<file path="src/rtl/fetch_defs_pkg.sv">
// Shared fetch-stage definitions: reset vector, word width, halt word,
// word alignment helper and the queue entry layout.
package fetch_defs_pkg;

  localparam int INSTR_W = 32;
  localparam logic [31:0] RESET_PC_DEFAULT = 32'h0000_0000;
  localparam logic [INSTR_W-1:0] HALT_WORD = 32'h0000_0000;
  localparam logic [31:0] WORD_ALIGN_MASK = 32'hFFFF_FFFC;

  function automatic logic [31:0] word_align(input logic [31:0] addr);
    return addr & WORD_ALIGN_MASK;
  endfunction

  typedef struct packed {
    logic [31:0]        pc;
    logic [INSTR_W-1:0] instr;
  } fq_entry_t;

endpackage

</file>
<file path="src/rtl/fetch_queue.sv">
// DEPTH-entry FIFO of {pc, instr} with flush and same-cycle push+pop.
// Head entry is visible combinationally so decode sees it the cycle it lands.
module fetch_queue
  import fetch_defs_pkg::*;
#(
  parameter int DEPTH = 2,
  localparam int CNT_W = $clog2(DEPTH + 1)
) (
  input  logic               clk,
  input  logic               reset,
  input  logic               push,
  input  logic [31:0]        push_pc,
  input  logic [INSTR_W-1:0] push_instr,
  input  logic               pop,
  input  logic               flush,
  output logic [CNT_W-1:0]   count,
  output logic               head_valid,
  output logic [31:0]        head_pc,
  output logic [INSTR_W-1:0] head_instr
);

  localparam int PTR_W = $clog2(DEPTH);

  logic [PTR_W-1:0] head_reg;
  logic [PTR_W-1:0] tail_reg;
  logic [CNT_W-1:0] count_reg;
  logic             do_push;
  logic             do_pop;
  fq_entry_t        entry_arr [DEPTH];

  // Flush wins over everything; popping an empty queue is ignored.
  assign do_push = push & ~flush;
  assign do_pop  = pop & ~flush & (count_reg != '0);

  genvar gi;
  generate
    for (gi = 0; gi < DEPTH; gi++) begin : g_entry
      fq_entry_t entry_reg;

      always_ff @(posedge clk) begin
        if (do_push && (tail_reg == PTR_W'(gi))) begin
          entry_reg <= '{pc: push_pc, instr: push_instr};
        end
      end

      assign entry_arr[gi] = entry_reg;
    end
  endgenerate

  always_ff @(posedge clk or negedge reset) begin
    if (!reset) begin
      head_reg  <= '0;
      tail_reg  <= '0;
      count_reg <= '0;
    end else if (flush) begin
      head_reg  <= '0;
      tail_reg  <= '0;
      count_reg <= '0;
    end else begin
      if (do_push) tail_reg <= tail_reg + PTR_W'(1);
      if (do_pop)  head_reg <= head_reg + PTR_W'(1);
      count_reg <= count_reg + CNT_W'(do_push) - CNT_W'(do_pop);
    end
  end

  assign count      = count_reg;
  assign head_valid = (count_reg != '0);
  assign head_pc    = entry_arr[head_reg].pc;
  assign head_instr = entry_arr[head_reg].instr;

  overflow_check: assert property (@(posedge clk) disable iff (!reset)
    !(do_push && !do_pop && (count_reg == CNT_W'(DEPTH))));

endmodule

</file>
<file path="src/rtl/fetch_unit.sv">
// Instruction fetch: PC generation, 1-cycle imem handshake, response queue,
// branch redirect and halt on the all-zero end-of-program word.
module fetch_unit
  import fetch_defs_pkg::*;
#(
  parameter logic [31:0] RESET_PC = RESET_PC_DEFAULT,
  parameter int          DEPTH    = 2
) (
  input  logic               clk,
  input  logic               reset,
  output logic               imem_req,
  output logic [31:0]        imem_addr,
  input  logic [INSTR_W-1:0] imem_rdata,
  input  logic               stall_in,
  input  logic               branch_taken,
  input  logic [31:0]        branch_target,
  output logic [INSTR_W-1:0] instr_out,
  output logic [31:0]        instr_pc,
  output logic               valid_out,
  output logic [31:0]        PC_out,
  output logic               halted
);

  localparam int CNT_W = $clog2(DEPTH + 1);

  logic [31:0]        pc_reg, pc_next;
  logic               inflight_reg, inflight_next;
  logic [31:0]        inflight_pc_reg, inflight_pc_next;
  logic               halted_reg, halted_next;
  logic               req_c;
  logic [31:0]        addr_c;
  logic [31:0]        branch_pc;
  logic               pop, push, issue;
  logic [CNT_W:0]     occ;
  logic [CNT_W-1:0]   q_count;
  logic               q_valid;
  logic [31:0]        q_pc;
  logic [INSTR_W-1:0] q_instr;

  assign branch_pc = word_align(branch_target);
  assign pop       = q_valid & ~stall_in;
  // A response is dropped when a redirect flushes it or fetch already halted.
  assign push      = inflight_reg & ~branch_taken & ~halted_reg;
  // Occupancy after this cycle if the in-flight word lands: must leave a slot.
  assign occ       = {1'b0, q_count} + (CNT_W + 1)'(inflight_reg) - (CNT_W + 1)'(pop);
  assign issue     = ~halted_reg & (occ < (CNT_W + 1)'(DEPTH));

  always_comb begin
    pc_next          = pc_reg;
    inflight_next    = 1'b0;
    inflight_pc_next = inflight_pc_reg;
    halted_next      = halted_reg;
    req_c            = 1'b0;
    addr_c           = pc_reg;
    if (branch_taken) begin
      req_c            = 1'b1;
      addr_c           = branch_pc;
      pc_next          = branch_pc + 32'd4;
      inflight_next    = 1'b1;
      inflight_pc_next = branch_pc;
      halted_next      = 1'b0;
    end else begin
      if (issue) begin
        req_c            = 1'b1;
        pc_next          = pc_reg + 32'd4;
        inflight_next    = 1'b1;
        inflight_pc_next = pc_reg;
      end
      if (push && (imem_rdata == HALT_WORD)) begin
        halted_next = 1'b1;
      end
    end
  end

  always_ff @(posedge clk or negedge reset) begin
    if (!reset) begin
      pc_reg          <= word_align(RESET_PC);
      inflight_reg    <= 1'b0;
      inflight_pc_reg <= '0;
      halted_reg      <= 1'b0;
    end else begin
      pc_reg          <= pc_next;
      inflight_reg    <= inflight_next;
      inflight_pc_reg <= inflight_pc_next;
      halted_reg      <= halted_next;
    end
  end

  fetch_queue #(.DEPTH(DEPTH)) u_queue (
    .clk        (clk),
    .reset      (reset),
    .push       (push),
    .push_pc    (inflight_pc_reg),
    .push_instr (imem_rdata),
    .pop        (pop),
    .flush      (branch_taken),
    .count      (q_count),
    .head_valid (q_valid),
    .head_pc    (q_pc),
    .head_instr (q_instr)
  );

  // Requests are held off while reset is asserted.
  assign imem_req  = reset & req_c;
  assign imem_addr = addr_c;
  assign valid_out = q_valid;
  assign instr_out = q_valid ? q_instr : '0;
  assign instr_pc  = q_valid ? q_pc : '0;
  assign PC_out    = pc_reg;
  assign halted    = halted_reg;

endmodule
</file>
<file path="config.mk">
export PLATFORM = sky130hd
export DESIGN_NAME = fetch_unit
export DESIGN_NICKNAME = d
export VERILOG_FILES = /design/src/rtl/fetch_defs_pkg.sv /design/src/rtl/fetch_queue.sv /design/src/rtl/fetch_unit.sv
export SDC_FILE = /design/constraint.sdc
export NUM_CORES = 1
export LEC_CHECK = 0
export ABC_AREA = 1
export BUFFER_PORTS_ARGS = -buffer_cell sky130_fd_sc_hd__buf_2
export CAP_MARGIN = 20
export CORE_MARGIN = 1.5
export CORE_UTILIZATION = 35
export DETAILED_ROUTE_END_ITERATION = 16
export HOLD_SLACK_MARGIN = 0.03
export PLACE_DENSITY = 0.62
export RECOVER_POWER = 100
export SLEW_MARGIN = 5
export SYNTH_ARGS = -nofsm -noshare
export SYNTH_HDL_FRONTEND = slang
export SYNTH_SLANG_ARGS = --single-unit
export TNS_END_PERCENT = 50
</file>
<file path="constraint.sdc">
create_clock -name clk -period 4.5 [get_ports clk]
set_input_delay 0.225 -clock clk [delete_from_list [all_inputs] [get_ports clk]]
set_output_delay 0.225 -clock clk [all_outputs]
set_load 0.03 [all_outputs]
</file>
[After elaboration in Yosys (flattened, before gate mapping)]
Cells that the tools add are included.
Storage, ports and cells
  output and inout port bits: 131
  word-level logic and storage cells: 62
  register bits: 198
  input bits: 68
Cells by class
  bitwise gates (word level): 13
  order comparisons: 2
  mux-type cells: 19
  $add $sub $neg: 8
  reductions and logical operators: 9
Operators with widths (number)
  two-way mux 32 bit: 7
  two-way mux 64 bit: 3
  adder 32 x 3 -> 32 bit (second input constant): 2
  zero test 32 bit: 1
  nonzero test 2 bit: 5
  bitwise AND 1 bit: 8
  two-way mux 1 bit: 8
  inverter 1 bit: 4
  adder 2 x 1 -> 3 bit: 1
  logical AND 1 bit: 3
  less-than comparator 3 x 2 -> 1 bit (second input constant): 1
  subtractor 3 x 1 -> 3 bit: 1
  adder 1 bit (second input constant): 2
  adder 2 x 1 -> 2 bit: 1
  >= comparator 2 bit (second input constant): 1
  two-way mux 2 bit: 1
  inverter 1 -> 2 bit: 1
  subtractor 2 x 1 -> 2 bit: 1

[Logic depth before layout (Yosys ltp)]
  depth after elaboration: 8
  gate-level depth with buffers: 15
  depth with buffers taken out: 13

[Cells and area by module]
A second synthesis with hierarchy kept.
Second synthesis, totals
  cells, all modules: 1052
  area total of the unflattened synthesis: 9216.3 µm²
By module, submodules not included
  fetch_queue: times used 1, cells each 366, seq. area each 3943.8 µm², area an instance 4889.7 µm²
  fetch_unit: times used 1, cells each 686, seq. area each 1551.5 µm², area an instance 4326.6 µm²

[Worst setup path after synthesis]
OpenSTA, ideal clock, no wires.
  kind: reg2reg
  start: register halted_reg (netlist: halted)
  end: register u_queue.g_entry[0].entry_reg (netlist bit u_queue.entry_arr[100]), enable pin
  slack: 0.530 ns
  stages on the path, launching flop included: 6
  arrival: 3.488 ns
  period minus slack after synthesis: 3.970 ns
  required time: 4.018 ns
  path buffers: 0
  setup time: 0.482 ns
  path through: dfrtp_1 inv_1 nand2_1 nor2_1 inv_1 nor2_1
Between the ends
  cells in the longest elaborated chain, start to end: 4
Ends and longest elaborated chain
  from (decl): RTL line fetch_unit.sv:29  | logic halted_reg, halted_next;
  from (signal assigned): RTL line fetch_unit.sv:85  | halted_reg <= halted_next;
  inverter 1 bit: RTL line fetch_unit.sv:43  | assign push = inflight_reg & ~branch_taken & ~halted_reg;
  bitwise AND 1 bit: RTL line fetch_unit.sv:43
  bitwise AND 1 bit: RTL line fetch_queue.sv:32  | assign do_push = push & ~flush;
  logical AND 1 bit: RTL line fetch_queue.sv:41  | if (do_push && (tail_reg == PTR_W'(gi))) begin
  to (signal assigned): RTL line fetch_queue.sv:42  | entry_reg <= '{pc: push_pc, instr: push_instr};
  to (decl): RTL line fetch_queue.sv:38  | fq_entry_t entry_reg;
No other way between the ends.
A chain may end at the register's enable or synchronous reset.

[Worst setup path after layout]
  start: input branch_taken
  end: output imem_req
Between the ends
  cells in the longest elaborated chain, start to end: 2
Ends and longest elaborated chain
  from (decl): RTL line fetch_unit.sv:15  | input logic branch_taken,
  two-way mux 1 bit: RTL line fetch_unit.sv:55  | if (branch_taken) begin
  bitwise AND 1 bit: RTL line fetch_unit.sv:104  | assign imem_req = reset & req_c;
  to (decl): RTL line fetch_unit.sv:11  | output logic imem_req,
No other way between the ends.

==> summary.md <==
| Metric | Value |
|---|---|
| Tightest Pin Transition | 2022 ps |
| Final hold slack | 82.83 ps |
| Inserted Clock Buffers | 17 |
| #FFs+latches synth | 190 |
| Worst-path fanout max | 37 |
| Nets | 1180 |
| Insertion delay to the later sink of the worst-skew pair | 430 ps |
| Non-filler cells, final | 1444 |
| Status | finished with violations |
| Failing checks | capacitance limit, slew limit |
| Sink Count | 190 |
| Setup slack after layout | 919.5 ps |
| Maximum VDD drop | 500.3 uV |
| Final worst-path cycle share | 79.57% |
| Die Wd | 160.1 um |
| Final instance area | 10500 sq um |
| Most common cell after layout, fill and taps aside | nand2_1 |
| Synth Instances | 897 |
| IO Port Bufs | 190 |
| Cell area power density | 749.6 nW/um^2 |
| Die height | 160.1 um |
| Placed cell count | 1379 |
| Highest Clock Rate | 279.3 MHz |
| Hold WC Path Type | in2reg |
| Rows | 57 |
| Static leakage | 4.201 nW |
| Post-CTS sizing | 0 |
| Drt drc | 0 |
| Fin. max-slew vios | 152 |
| Clock root buffer | clkbuf_16 |
| Critical path class | in2out |
| # setup viols final | 0 |
| Worst path required time | 4280 ps |
| First-pass GRT wire length | 34450 um |
| Hold EP | inflight_pc_reg[9] |
| Share of cells above drive strength 1 | 10.63% |
| Largest net degree at the start of global routing | 66 |
| Setup TNS | 0 ps |
| Hold path depth | 3 |
| Hold Violations, Final | 0 |
| Ports | 199 |
| DRT iter0 DRCs | 412 |
| Area Growth Syn to Fin | 21.48% |
| Ys flop type | edfxtp_1 |
| Total GRT Usage | 17.26% |
| Synthesized area | 8640 sq um |
| Max reg flops | 124 |
| Remaining global-route overflow | 0 |
| Final ANT Viol Nets | 0 |
| Max_cap viols | 5 |
| DP Area | 9871 sq um |
| Via count | 6708 |
| Die area | 25640 sq um |
| RR Endpoint | PC_out[16] |
| RD Place Congestion | 0.8383 |
| Synth warnings | 0 |
| Core area | 24250 sq um |
| CP Capture Type | output port |
| RSZ-0062 raised after global routing | no |
| Post-DP HPWL | 14380 um |
| Ys async rst share | 34.74% |
| Initial Util | 35.63% |
| Drt pass-1 iters | 5 |
| Dpl ws | 1569 ps |
| Initial antenna violation count | 0 |
| Clock transition at path regs | 70 ps |
| Reg2reg path depth | 14 |
| Worst relative slew slack | -34.83% |
| Unique masters post-synth | 39 |
| CP Launch Type | input port |
| Critical Path Start | branch_taken |
| Number of synthesized flops with an enable pin | 124 |
| Vias in the first global route | 6407 |
| Sequential area share after synthesis | 62.22% |
| Fin util | 43.28% |
| Total power draw | 7.868 mW |
| Commonest cells after routing, fill and taps aside | 311 x nand2_1, 150 x clkbuf_1, 124 x edfxtp_1, 95 x nor2_1, 70 x a21oi_1 |
| Diodes inserted | 0 |
| Clock Tree Buf Depth | 2 |
| Reg2reg start | u_queue.count[1] |
| H-tree levels | 4 |
| Data arrival time at the worst-slack endpoint | 3360 ps |
| Routed wire length | 21720 um |
| Worst Skew | 15.61 ps |
| Vias per inst | 4.645 |
| Minimum clock period after layout | 3580 ps |
| CTS tree | built |
| Wire length per cell | 15.04 um |
| R2R setup slack | 1180 ps |
| HP Start | branch_target[9] |
| Mean Syn Cell Area | 9.632 sq um |
==> power breakdown <==
part / leakage [nW] / switching (mW) / internal (mW)
Sequential: 1.96 / 0.322 / 2.54
Clock: 0.275 / 0.676 / 0.756
Combinational: 1.96 / 2.74 / 0.833
==> layer usage <==
metal	track usage [%]	wire, um
met5	0	0
met4	5.013	295
met3	4.078	1125
met2	27.43	9962
met1	23.52	10330
==> synth_stat cells (all sizes together), types with 4 or more instances <==
library cell,count,share of area (%)
nand2,325,15
o21ai,32,2.3
xor2,4,0.41
edfxtp,124,43
nand3,42,2.6
inv,42,1.9
clkbuf,19,0.83
nand4,5,0.36
nor2,110,5.6
buf,27,2.2
a31oi,5,0.36
ha,4,0.58
dfrtp,66,19
a21oi,70,4.1
o211ai,5,0.43
==> timing repair <==
action | 4_1_cts | 5_1_grt
hold buffers | 33 | 0
hold endpoints to repair | 90 | 0
buffers inserted | 0 | 0
==> worst max path at each step <==
| stage | end | depth (start not counted) |
|---|---|---|
| 4_1_cts | imem_req | 12 |
| 5_1_grt | imem_req | 6 |
| 6_report | imem_req | 6 |
| 2_1_floorplan | u_queue.entry_arr[100] | 5 |
| 3_3_place_gp | PC_out[20] | 14 |
| 3_5_place_dp | PC_out[20] | 14 |
==> cell families (layout without fill, tap and decap cells) <==
group	Yosys count	in the layout	synth area share [%]
buffers and inverters	88	306	4.895
and+or+nand+nor	494	494	24.20
DFF	190	190	62.22
xor gates and xnor gates	6	6	0.6083
AOI/OAI and AO/OA	113	113	7.227
other	1	6	0.04341
adders and majority gates	5	5	0.8110
==> critical path: stages <==
cell,delay (ps)
clkbuf_1,1410
inv_6,370
nand2_1,240
inv_1,490
nor2_1,240
clkbuf_1,330
==> final cells by class <==
type                    count  area, sq um
repair buffers            232         1179
clock inverters            12        102.6
multi-input cells         624         2811
clock buffers              20        457.9
well taps                 324        405.4
fillers                  2450        13750
flip-flops and latches    190         5376
inverters                  42        162.7
Power figures use the tool's default switching activity.
